`config.mk`:
```
export PLATFORM = sky130hd
export DESIGN_NAME = music_box_state_make_recording
export DESIGN_NICKNAME = d
export VERILOG_FILES = /design/src/rtl/music_box_state_make_recording.sv
export SDC_FILE = /design/constraint.sdc
export NUM_CORES = 1
export LEC_CHECK = 0
export CORE_MARGIN = 3
export CORE_UTILIZATION = 35
export CTS_CLUSTER_SIZE = 28
export DETAILED_ROUTE_END_ITERATION = 10
export GPL_ROUTABILITY_DRIVEN = 1
export PLACE_DENSITY = 0.68
export SLEW_MARGIN = 40
export SYNTH_ARGS = -nofsm -noshare
export SYNTH_HDL_FRONTEND = slang
export SYNTH_SLANG_ARGS = --single-unit
```
`constraint.sdc`:
```
create_clock -name clock_50Mhz -period 2.7 [get_ports clock_50Mhz]
set_input_delay 0.675 -clock clock_50Mhz [delete_from_list [all_inputs] [get_ports clock_50Mhz]]
set_output_delay 0.675 -clock clock_50Mhz [all_outputs]
set_load 0.03 [all_outputs]
```
`src/rtl/music_box_state_make_recording.sv`:
```
// Recording state of the music box: buffers audio samples in a FIFO and streams them to SDRAM.
// Define MUSICBOX_RECORD_PACK_EN to pack two samples into each 16-bit SDRAM word.
module music_box_state_make_recording #(
    parameter logic [4:0]  STATE_ID     = 5'd2,
    parameter int unsigned SAMPLE_COUNT = 110250,
    parameter int unsigned FIFO_DEPTH   = 8,
    parameter logic [24:0] BASE_ADDR    = 25'd0
) (
    input  logic        clock_50Mhz,
    input  logic        reset_n,
    input  logic [4:0]  mainState,
    input  logic        sample_tick,
    input  logic [7:0]  audio_sample,
    output logic        stateComplete,
    output logic        recordFailed,
    output logic [31:0] debugString,
    output logic [24:0] sdram_inputAddress,
    output logic [15:0] sdram_writeData,
    output logic        sdram_isWriting,
    output logic        sdram_inputValid,
    input  logic        sdram_recievedCommand,
    input  logic        sdram_isBusy
);
    localparam int unsigned PTR_W = $clog2(FIFO_DEPTH);
    localparam int unsigned LVL_W = PTR_W + 1;
    localparam int unsigned CNT_W = 19;
    localparam logic [CNT_W-1:0] LAST_SAMPLE = CNT_W'(SAMPLE_COUNT - 1);
    localparam logic [LVL_W-1:0] FULL_LEVEL  = LVL_W'(FIFO_DEPTH);

    typedef enum logic [2:0] {
        IDLE  = 3'd0,
        RUN   = 3'd1,
        DRAIN = 3'd2,
        DONE  = 3'd3,
        FAIL  = 3'd4
    } state_t;

    state_t           state;
    logic [7:0]       fifo_mem [FIFO_DEPTH];
    logic [PTR_W-1:0] wr_ptr;
    logic [PTR_W-1:0] rd_ptr;
    logic [LVL_W-1:0] level;
    logic [CNT_W-1:0] taken;
    logic [24:0]      addr;

    logic             active_c;
    logic             accept_c;
    logic             full_c;
    logic             tick_c;
    logic             overflow_c;
    logic             push_c;
    logic             word_ready_c;
    logic             issue_c;
    logic [LVL_W-1:0] pop_cnt_c;
    logic [15:0]      word_c;

    assign active_c   = reset_n && (mainState == STATE_ID);
    assign accept_c   = sdram_inputValid && sdram_recievedCommand;
    assign full_c     = (level == FULL_LEVEL);
    assign tick_c     = (state == RUN) && sample_tick;
    assign overflow_c = tick_c && full_c && !accept_c;
    assign push_c     = active_c && tick_c && !overflow_c;

`ifdef MUSICBOX_RECORD_PACK_EN
    logic pend_two;
    logic two_ready_c;

    // A lone trailing sample only becomes a word once no more samples can arrive.
    assign two_ready_c  = (level >= LVL_W'(2));
    assign word_ready_c = two_ready_c || ((state == DRAIN) && (level == LVL_W'(1)));
    assign word_c       = two_ready_c ? {fifo_mem[PTR_W'(rd_ptr + 1'b1)], fifo_mem[rd_ptr]}
                                      : {8'h80, fifo_mem[rd_ptr]};
    assign pop_cnt_c    = !accept_c ? '0 : (pend_two ? LVL_W'(2) : LVL_W'(1));
`else
    assign word_ready_c = (level != '0);
    assign word_c       = {8'h00, fifo_mem[rd_ptr]};
    assign pop_cnt_c    = LVL_W'(accept_c);
`endif

    assign issue_c = active_c && ((state == RUN) || (state == DRAIN)) && !sdram_inputValid
                     && word_ready_c && !sdram_isBusy && !overflow_c;

    assign debugString = {state, 4'(level), addr};

    // Sample storage; pointers and level carry all the control state.
    always_ff @(posedge clock_50Mhz) begin
        if (push_c) begin
            fifo_mem[wr_ptr] <= audio_sample;
        end
    end

    always_ff @(posedge clock_50Mhz) begin
        if (!active_c) begin
            state              <= IDLE;
            wr_ptr             <= '0;
            rd_ptr             <= '0;
            level              <= '0;
            taken              <= '0;
            addr               <= '0;
            stateComplete      <= 1'b0;
            recordFailed       <= 1'b0;
            sdram_inputAddress <= '0;
            sdram_writeData    <= '0;
            sdram_isWriting    <= 1'b0;
            sdram_inputValid   <= 1'b0;
`ifdef MUSICBOX_RECORD_PACK_EN
            pend_two           <= 1'b0;
`endif
        end else begin
            if (push_c) begin
                wr_ptr <= wr_ptr + 1'b1;
                taken  <= taken + 1'b1;
            end
            level <= level + LVL_W'(push_c) - pop_cnt_c;

            if (accept_c) begin
                rd_ptr           <= rd_ptr + PTR_W'(pop_cnt_c);
                addr             <= addr + 25'd1;
                sdram_inputValid <= 1'b0;
                sdram_isWriting  <= 1'b0;
            end

            if (issue_c) begin
                sdram_inputValid   <= 1'b1;
                sdram_isWriting    <= 1'b1;
                sdram_inputAddress <= addr;
                sdram_writeData    <= word_c;
`ifdef MUSICBOX_RECORD_PACK_EN
                pend_two           <= two_ready_c;
`endif
            end

            case (state)
                IDLE: begin
                    state <= RUN;
                    addr  <= BASE_ADDR;
                end
                RUN: begin
                    if (push_c && (taken == LAST_SAMPLE)) begin
                        state <= DRAIN;
                    end
                end
                DRAIN: begin
                    if ((level == '0) && !sdram_inputValid) begin
                        state         <= DONE;
                        stateComplete <= 1'b1;
                    end
                end
                DONE, FAIL: begin
                end
                default: state <= IDLE;
            endcase

            // Overflow abandons the recording: drop the pending command and flush the FIFO.
            if (overflow_c) begin
                state            <= FAIL;
                stateComplete    <= 1'b1;
                recordFailed     <= 1'b1;
                sdram_inputValid <= 1'b0;
                sdram_isWriting  <= 1'b0;
                level            <= '0;
                wr_ptr           <= '0;
                rd_ptr           <= '0;
            end
        end
    end
endmodule

```
==> summary.md <==
| Metric | Value |
|---|---|
| Dominant cell type by area after synthesis | `edfxtp_1` |
| Number of synthesized flops with an enable pin | `64` |
| 1st-iter DRT viols | `293` |
| First-pass GRT wire length | `24900 µm` |
| Clock buffer count from CTS | `17` |
| Placed instance count | `921` |
| Largest cells by area after synthesis | `edfxtp_1 (29%), dfxtp_1 (28%), mux4_2 (5.4%), a21oi_1 (3.5%), nand2_1 (3.2%)` |
| Number of port buffers | `86` |
| Hold Path Class | `reg2reg` |
| Drt total wl | `15300 µm` |
| Core area | `18400 µm²` |
| Clk buf depth | `2` |
| Die height | `144 µm` |
| Syn-to-layout area delta | `27.5%` |
| Slew @ Worst Pin | `0.791 ns` |
| Setup violations, final | `0` |
| Final slew viol count | `0` |
| Number of setup buffers added after CTS | `0` |
| Total grt overflow | `0` |
| Worst EP arrival | `2.53 ns` |
| Clock latency on the worst-skew pair | `0.43 ns` |
| Maximum clock frequency | `0.415 GHz` |
| DR DRC count | `0` |
| CTS tree | `done` |
| Vias in the first global route | `4725` |
| Most used DFF post-synth | `dfxtp_1` |
| CTS Root Cell | `clkbuf_16` |
| Status | `finished, final reports clean` |
| # rows | `49` |
| Resized Gates After CTS | `0` |
| Max-Cap Viols | `0` |
| Number of antenna cells inserted | `0` |
| RSZ-0062 raised after global routing | `no` |
| ANT nets after route | `0` |
| Worst Path Max Fanout | `8` |
| Final cell count without fillers | `953` |
| Ys Warns | `0` |
| Layout cells sized above 1 | `13.4%` |
| Clock sinks | `157` |
| Synth top cells by count | `dfxtp_1 (93), edfxtp_1 (64), nand2_1 (57)` |
| Hold WS | `0.453 ns` |
| Worst Skew | `0.0125 ns` |
| GR Util All Layers | `15.2%` |
| CP Launch Type | `input pin` |
| Mean area per synthesized cell | `11.1 µm²` |
| Tcrit/Tclk final | `89.2%` |
| Final Instance Area | `8530 µm²` |
| Power Density | `552 nW/µm²` |
| FFs w/ async S/R, synth | `0%` |
| DR pass1 iterations | `4` |
| Cell Area, Placed | `8000 µm²` |
| Mapped cell area | `6690 µm²` |
| Die width | `144 µm` |
| Worst VDD drop | `0.454 mV` |
| H-tree depth | `4` |
| Post-synthesis sequential area ratio | `56.5%` |
| Vias per Instance | `5.23` |
| Top cell type's share of synthesized area | `28.7%` |
| Number of synthesized register bits | `157` |
| Worst rel slew slack | `47.2%` |
| Critical path endpoint category | `register` |
| Layout Nets | `741` |
| Hold_buf cts | `0` |
| Detail Placement HPWL | `10700 µm` |
| Util after Layout | `46.4%` |
| Synth Instances | `602` |
| Top Ports | `95` |
| Initial core utilization | `36.4%` |
| CP Class | `in2reg` |
| Area of the die | `20800 µm²` |
| Vias | `4983` |
| Final min period | `2.41 ns` |
| CP required | `2.83 ns` |
| Routability cong. | `0.823` |
| Clk pin slew, worst setup/hold paths | `0.06 ns` |
| Setup TNS | `0 ns` |
| Routed WL per cell | `16.0 µm` |
| Count leader, synth | `dfxtp_1` |
| Initial antenna violation count | `0` |
| Unique masters post-synth | `52` |
| Fin. Hold Viols | `0` |
| Largest net degree at the start of global routing | `34` |
| Leakage | `2.62 nW` |
[final timing paths]
path                          start                     end  slack (ns)  cells after the start
max                    mainState[3]          fifo_mem[4][4]        0.29                      7
min          sdram_inputAddress[15]  sdram_inputAddress[15]        0.45                      2
max reg2reg                level[2]                level[2]        0.53                      9
min reg2reg  sdram_inputAddress[15]  sdram_inputAddress[15]        0.45                      2
[logic make-up after synthesis]
logic type | synth area share, %
DFF | 56.5
and+or+nand+nor | 17.0
muxes | 7.03
AOI/OAI and AO/OA | 11.1
other | 0.0560
buffers and inverters | 3.81
xor gates and xnor gates | 2.09
adders and majority gates | 2.36
[flip-flops by register name (all words and copies together) (netlist names)]
name,count
addr,25
wr_ptr,3
recordFailed,1
sdram_inputValid,1
level,4
stateComplete,1
taken,19
rd_ptr,3
state,3
sdram_writeData,8
fifo_mem,64
sdram_inputAddress,25
[placed cells by master, fill, tap and decap left out, types with 12 or more instances in the layout]
cell type,instances
or4_1,22
edfxtp_1,64
buf_4,36
inv_1,15
or3_1,12
nor2_1,28
clkdlybuf4s50_1,86
clkbuf_16,17
mux4_2,16
nand2_1,57
nand3_1,38
nand4_1,12
dfxtp_1,93
o31ai_1,17
a21oi_1,47
o21ai_0,36
[cell type report]
class | count | area [µm²]
clock buffer | 18 | 439
clock inverter | 14 | 95.1
fill | 1694 | 9860
inverter | 15 | 56.3
multi-input combinational | 396 | 2700
sequential | 157 | 3780
tap | 229 | 287
timing repair buffer | 124 | 1170
[metal layers]
layer	GRT usage, %	up-vias	wire length, µm
li1	-	2455	-
met1	19.9	2411	6900
met2	25.3	104	7500
met3	3.87	13	702
met4	4.22	0	167
met5	0	-	0
[critical path, cell delays in order]
cell             delay (ns)
clkdlybuf4s50_1        0.43
nor4b_2                0.37
nand2_1                0.12
buf_4                  0.15
or3_1                  0.45
nor2_1                 0.15
buf_4                  0.19
[power breakdown]
group | switching [mW] | internal (mW) | total [mW]
logic | 0.0436 | 0.0297 | 0.0733
registers | 0.000347 | 2.46 | 2.46
clock network | 0.975 | 1.19 | 2.17
total | 1.02 | 3.69 | 4.71
[per-stage QoR]
stage          setup WS [ns]  power [mW]
2_1_floorplan         0.0382        2.55
3_3_place_gp          -0.126        2.59
3_5_place_dp          -0.177        2.59
4_1_cts                0.276        4.76
5_1_grt                0.142        4.87
6_report               0.292        4.71
Power figures use the tool's default switching activity.
